<file path="src/rtl/led_status_ctrl.sv">
// led_status_ctrl: per-channel RGB status LEDs with node-flash and fault overrides.
// Define LED_PWM_DIM_EN to gate all outputs with a 25% duty 4-bit PWM.
module led_status_ctrl #(
  parameter int N_LED        = 3,
  parameter int BLINK_DIV    = 3125,
  parameter int HOLD_TOGGLES = 6,
  parameter int NODE_MIN     = 11
) (
  input  logic             clk_3125KHz,
  input  logic             rst_n,
  input  logic             fault_detect,
  input  logic             node_flag,
  input  logic [7:0]       node,
  input  logic             cmd_valid,
  output logic             cmd_ready,
  input  logic [3:0]       cmd_idx,
  input  logic [2:0]       cmd_color,
  input  logic [1:0]       cmd_mode,
  output logic [N_LED-1:0] led_r,
  output logic [N_LED-1:0] led_g,
  output logic [N_LED-1:0] led_b,
  output logic             busy
);
  localparam int CW = $clog2(BLINK_DIV);
  typedef enum logic [1:0] {S_NORMAL, S_FLASH, S_FAULT} state_t;
  state_t           r_state, w_nxt;
  logic [CW-1:0]    r_cnt;
  logic             r_phase, r_node_q, r_rdy;
  logic [7:0]       r_tog;
  logic [2:0]       r_color [N_LED];
  logic [1:0]       r_mode  [N_LED];
  logic             w_wrap, w_node_ev, w_restart, w_accept, w_last;
  logic [N_LED-1:0] w_r, w_g, w_b, w_gate;
  assign w_wrap    = r_cnt == CW'(BLINK_DIV - 1);
  assign w_node_ev = node_flag && !r_node_q && (int'(node) >= NODE_MIN);
  // Node events only count when nothing of higher priority is active or pending.
  assign w_restart = w_node_ev && !fault_detect && r_state != S_FAULT;
  assign w_accept  = cmd_valid && cmd_ready;
  assign w_last    = r_state == S_FLASH && w_wrap && r_tog == 8'(HOLD_TOGGLES - 1);
  assign w_nxt     = fault_detect ? S_FAULT :
                     r_state == S_FAULT ? S_NORMAL :
                     w_restart ? S_FLASH :
                     w_last ? S_NORMAL : r_state;
  assign cmd_ready = r_rdy;
  assign busy      = r_state != S_NORMAL;
`ifdef LED_PWM_DIM_EN
  logic [3:0] r_pwm;
  always_ff @(posedge clk_3125KHz or negedge rst_n)
    if (!rst_n) r_pwm <= '0;
    else r_pwm <= r_pwm + 4'd1;
  assign w_gate = {N_LED{r_pwm < 4'd4}};
`else
  assign w_gate = '1;
`endif
  always_comb begin
    w_r = '0;
    w_g = '0;
    w_b = '0;
    for (int i = 0; i < N_LED; i++)
      if (r_mode[i] == 2'b01 || (r_mode[i] == 2'b10 && r_phase) || (r_mode[i] == 2'b11 && !r_phase))
        {w_r[i], w_g[i], w_b[i]} = r_color[i];
    if (r_state == S_FLASH) begin
      w_r = '0;
      w_g = {N_LED{r_phase}};
      w_b = '0;
    end
    if (r_state == S_FAULT) begin
      w_r = '0;
      w_g = '0;
      w_b = '1;
    end
  end
  always_ff @(posedge clk_3125KHz or negedge rst_n) begin
    if (!rst_n) begin
      r_state  <= S_NORMAL;
      r_cnt    <= '0;
      r_phase  <= 1'b0;
      r_tog    <= '0;
      r_node_q <= 1'b0;
      r_rdy    <= 1'b0;
      led_r    <= '0;
      led_g    <= '0;
      led_b    <= '0;
      for (int i = 0; i < N_LED; i++) begin
        r_color[i] <= '0;
        r_mode[i]  <= '0;
      end
    end else begin
      r_state  <= w_nxt;
      r_node_q <= node_flag;
      r_rdy    <= w_nxt != S_FAULT;
      r_cnt    <= (w_restart || w_wrap) ? '0 : r_cnt + 1'b1;
      r_phase  <= w_restart ? 1'b1 : w_wrap ? ~r_phase : r_phase;
      r_tog    <= w_restart ? '0 : w_wrap ? r_tog + 8'd1 : r_tog;
      led_r    <= w_r & w_gate;
      led_g    <= w_g & w_gate;
      led_b    <= w_b & w_gate;
      // Out-of-range indices match no channel, so they are silently dropped.
      for (int i = 0; i < N_LED; i++)
        if (w_accept && cmd_idx == 4'(i)) begin
          r_color[i] <= cmd_color;
          r_mode[i]  <= cmd_mode;
        end
    end
  end
endmodule

</file>
<file path="config.mk">
export PLATFORM = sky130hd
export DESIGN_NAME = led_status_ctrl
export DESIGN_NICKNAME = d
export VERILOG_FILES = /design/src/rtl/led_status_ctrl.sv
export SDC_FILE = /design/constraint.sdc
export NUM_CORES = 1
export LEC_CHECK = 0
export CAP_MARGIN = 30
export CORE_ASPECT_RATIO = 0.75
export CORE_UTILIZATION = 30
export CTS_BUF_LIST = sky130_fd_sc_hd__clkbuf_8 sky130_fd_sc_hd__clkbuf_16
export DETAILED_ROUTE_END_ITERATION = 12
export SLEW_MARGIN = 20
export SYNTH_ARGS = -nofsm -noshare
export SYNTH_HDL_FRONTEND = slang
export SYNTH_SLANG_ARGS = --single-unit
export TNS_END_PERCENT = 1
</file>
<file path="constraint.sdc">
create_clock -name clk_3125KHz -period 2.59 [get_ports clk_3125KHz]
set_clock_uncertainty 0.15 [all_clocks]
set_input_delay 0.518 -clock clk_3125KHz [delete_from_list [all_inputs] [get_ports clk_3125KHz]]
set_output_delay 0.518 -clock clk_3125KHz [all_outputs]
set_load 0.01 [all_outputs]
</file>
==> impl_metrics.py <==
metrics = {
    "run_status": {
        "status": "finished clean",
    },
    "worst_setup_path": {
        "cp.required_ps": 2670,
        "worstPathMaxFanout": 3,
        "cp.arrival_ps": 2460,
        "worstSetupPathType": "reg -> reg",
        "start_kind": "flip-flop",
        "endpoint_kind": "flip-flop",
    },
    "placed_design": {
        "hpwl_mm": 3.36,
        "gp_congestion": 0.784,
        "port_buffers": 32,
        "place_inst": 342,
    },
    "final_layout": {
        "nFillCells": 714,
        "final-seq-area_mm2": 0.00123,
        "fin_cells": 351,
        "n_antenna_cell": 0,
        "fin_util_pct": 38.7,
        "drive_gt1_share_pct": 14.4,
        "area_growth_pct": 25.1,
        "multiInputGateArea_um2": 995,
        "fin_nets": 275,
    },
    "sta": {
        "tns_ps": 0,
        "tightest_slew_ps": 624,
        "fmaxAchievable_ghz": 0.420,
        "rsz0062_at_grt": "false",
        "fin_crit_sh_pct": 91.9,
        "setup_viol": 0,
        "hold_viol": 0,
        "slew_headroom_pct": 58.4,
        "fin_crit_ps": 2380,
        "holdWs_ps": 133,
        "drv_slew": 0,
    },
    "grt": {
        "grt_max_degree": 50,
        "gr-usage-met1_pct": 18.7,
        "grt_busiest_layer": "met1",
        "grt_pass1_vias": 1501,
        "globalRouteMet3Util_pct": 2.73,
        "met2_usage_pct": 17.2,
        "grt_overflow_total": 0,
        "grt_pass1_wl_mm": 7.58,
        "antenna_found_initial": 0,
        "grt.total_usage_pct": 12.6,
    },
    "clock_tree": {
        "clockRootBuffer": "clkbuf_8",
        "ctsHoldBuffers": 0,
        "h-tree-depth": 2,
        "cts-resized-gates": 0,
        "clock_sinks": 49,
        "tritoncts": "done",
        "cts_buffers": 5,
        "clock_latency_ps": 300,
        "clkTransAtPathRegs_ps": 100,
        "clock_path_buffers": 2,
        "cts_setup_buffers": 0,
    },
    "logic_synthesis": {
        "synth_top_area_share_pct": 54.1,
        "yosysUniqueCellTypes": 38,
        "netlist_top_cells_area": "dfrtp_1 54%, mux2_2 7.5%, xor2_1 3.9%",
        "yosysSeqAreaShare_pct": 54.1,
        "syn_nets": 232,
        "yosys_warnings": 0,
        "synth_top_area_cell": "dfrtp_1",
        "syn_area_mm2": 0.00227,
        "synthesis.instances": 206,
        "avgSynthCellArea_um2": 11.0,
        "synth-seq-cells": 49,
    },
    "power": {
        "ir_worst_vdd_v": 0.000263,
        "power.share.clock_pct": 25.5,
        "comb_power_share_pct": 19.7,
        "switchingPower_w": 0.000545,
        "p_sw_share_pct": 30.0,
        "powerDensity_mw_per_mm2": 641,
        "intPower_w": 0.00127,
        "pwr-share-seq_pct": 54.8,
        "p_leak_nw": 1.21,
    },
    "drt": {
        "drcViolationCount": 0,
        "drt_iter0_markers": 48,
        "routedWlPerCell_um": 12.8,
        "vias": 1646,
        "vias_per_cell": 4.69,
        "antenna_left": 0,
        "dr.pass1.iters": 4,
        "wl_mm": 4.51,
    },
    "die": {
        "die_h_um": 77.3,
        "dieArea_mm2": 0.00791,
        "rows": 27,
        "core_area_mm2": 0.00733,
        "ioPinCount": 33,
        "dieWidth_um": 102,
        "start_util_pct": 30.9,
    },
    "hold_path": {
        "hp-class": "in -> async",
    },
    "run": {
        "cap_violations": 0,
    },
}
[worst max-delay path, cell delays in order (launching register included)]
cell and delay, ps:
dfrtp_1 410, or4b_1 590, nor4_2 370, or4b_2 620, a21oi_1 170
[Yosys cell counts]
| cell | n |
|---|---|
| nand3_1 | 8 |
| o22ai_1 | 1 |
| nand4b_1 | 3 |
| dfrtp_1 | 49 |
| clkbuf_1 | 1 |
| and3_1 | 1 |
| inv_1 | 10 |
| xor2_1 | 10 |
| or4b_1 | 1 |
| or2_2 | 1 |
| or4_4 | 1 |
| and4_1 | 2 |
| or4b_2 | 2 |
| nor3b_1 | 1 |
| nand4_1 | 3 |
| a31o_2 | 1 |
| nand2_1 | 18 |
| mux2_2 | 15 |
| o41ai_1 | 2 |
| nor4_2 | 1 |
| o31ai_1 | 1 |
| nor4_1 | 2 |
| nand2b_1 | 2 |
| buf_2 | 1 |
| a21o_1 | 2 |
| a311o_1 | 2 |
| or4_1 | 2 |
| nor3_1 | 3 |
| a21oi_1 | 5 |
| nor2_1 | 23 |
| a211oi_1 | 1 |
| and2_1 | 1 |
| o21ai_0 | 8 |
| nand3b_1 | 6 |
| xnor2_1 | 9 |
| ha_1 | 4 |
| o21bai_1 | 1 |
| nor4b_1 | 2 |
[power by group through the flow]
stage / combinational [W] / sequential, W / clock [W]
CTS: 0.000365 / 0.000996 / 0.000479
floorplan: 0.000217 / 0.000990 / 0
finish: 0.000359 / 0.000996 / 0.000463
global placement: 0.000351 / 0.00101 / 0
detailed placement: 0.000363 / 0.00101 / 0
global route: 0.000412 / 0.00101 / 0.000512
[logic make-up after synthesis]
family | Yosys count | synth area share, %
compound gates | 24 | 6.84
xor+xnor | 19 | 7.34
fa+ha+maj | 4 | 2.21
simple gates | 83 | 20.0
buf+inv | 12 | 2.04
flops | 49 | 54.1
mux | 15 | 7.45
[metrics by stage]
stage          total power, W  cell area, um2  setup WS, ps
2_1_floorplan         0.00121            2270           262
3_3_place_gp          0.00136            2740           116
6_report              0.00182            2840           209
3_5_place_dp          0.00137            2740          88.3
4_1_cts               0.00184            2830           202
5_1_grt               0.00194            2840          85.9
[area by class of cell]
| cell class | instances | area share, % |
|---|---|---|
| Sequential cell | 49 | 43.2 |
| Multi-Input combinational cell | 145 | 35.1 |
| Timing Repair Buffer | 38 | 12.7 |
| Tap cell | 101 | 4.46 |
| Clock buffer | 5 | 2.43 |
| Inverter | 10 | 1.32 |
| Clock inverter | 3 | 0.750 |
[flip-flops by register name, indices dropped and copies added, names as in the netlist]
| signal | flops |
|---|---|
| cmd_ready | 1 |
| r_tog | 8 |
| r_phase | 1 |
| r_cnt | 12 |
| led_b | 3 |
| r_color | 9 |
| led_r | 3 |
| r_state | 2 |
| r_mode | 6 |
| r_node_q | 1 |
| led_g | 3 |
[metal layers]
metal  routed length (um)  up-vias  part of all wire [%]
li1                     -      813                     -
met1                 2320      797                    52
met2                 1940       29                    43
met3                  160        7                   3.6
met4                   78        0                   1.7
met5                    0        -                     0
[cells in the final DEF, fill, tap and decap left out, types with 2 or more instances in the layout]
master / synthesis / routed
o21ai_0: 8 / 8
o41ai_1: 2 / 2
clkdlybuf4s50_1: 0 / 31
dfrtp_1: 49 / 49
xnor2_1: 9 / 9
a311o_1: 2 / 2
nor4b_1: 2 / 2
nand4b_1: 3 / 3
ha_1: 4 / 4
inv_1: 10 / 10
nor2_1: 23 / 23
nor3_1: 3 / 3
and4_1: 2 / 2
mux2_2: 15 / 15
nor4_1: 2 / 2
nand4_1: 3 / 3
or4_1: 2 / 2
nand2_1: 18 / 18
a21oi_1: 5 / 5
clkbuf_8: 0 / 5
or4b_2: 2 / 2
nand2b_1: 2 / 2
buf_4: 0 / 5
xor2_1: 10 / 10
nand3_1: 8 / 8
nand3b_1: 6 / 6
a21o_1: 2 / 2
[final timing paths]
check / slack, ps / start / depth (start not counted) / to
setup / recovery: 210 / r_cnt[7] / 4 / r_tog[6]
hold / removal: 130 / rst_n / 2 / led_g[2]
setup reg to reg: 210 / r_cnt[7] / 4 / r_tog[6]
hold reg to reg: 350 / r_color[4] / 1 / led_g[1]
max in group asynchronous: 1710 / rst_n / 2 / r_color[5]
min in group clk_3125KHz: 350 / r_color[4] / 1 / led_g[1]
No activity file was read; power rests on OpenSTA's default activity.
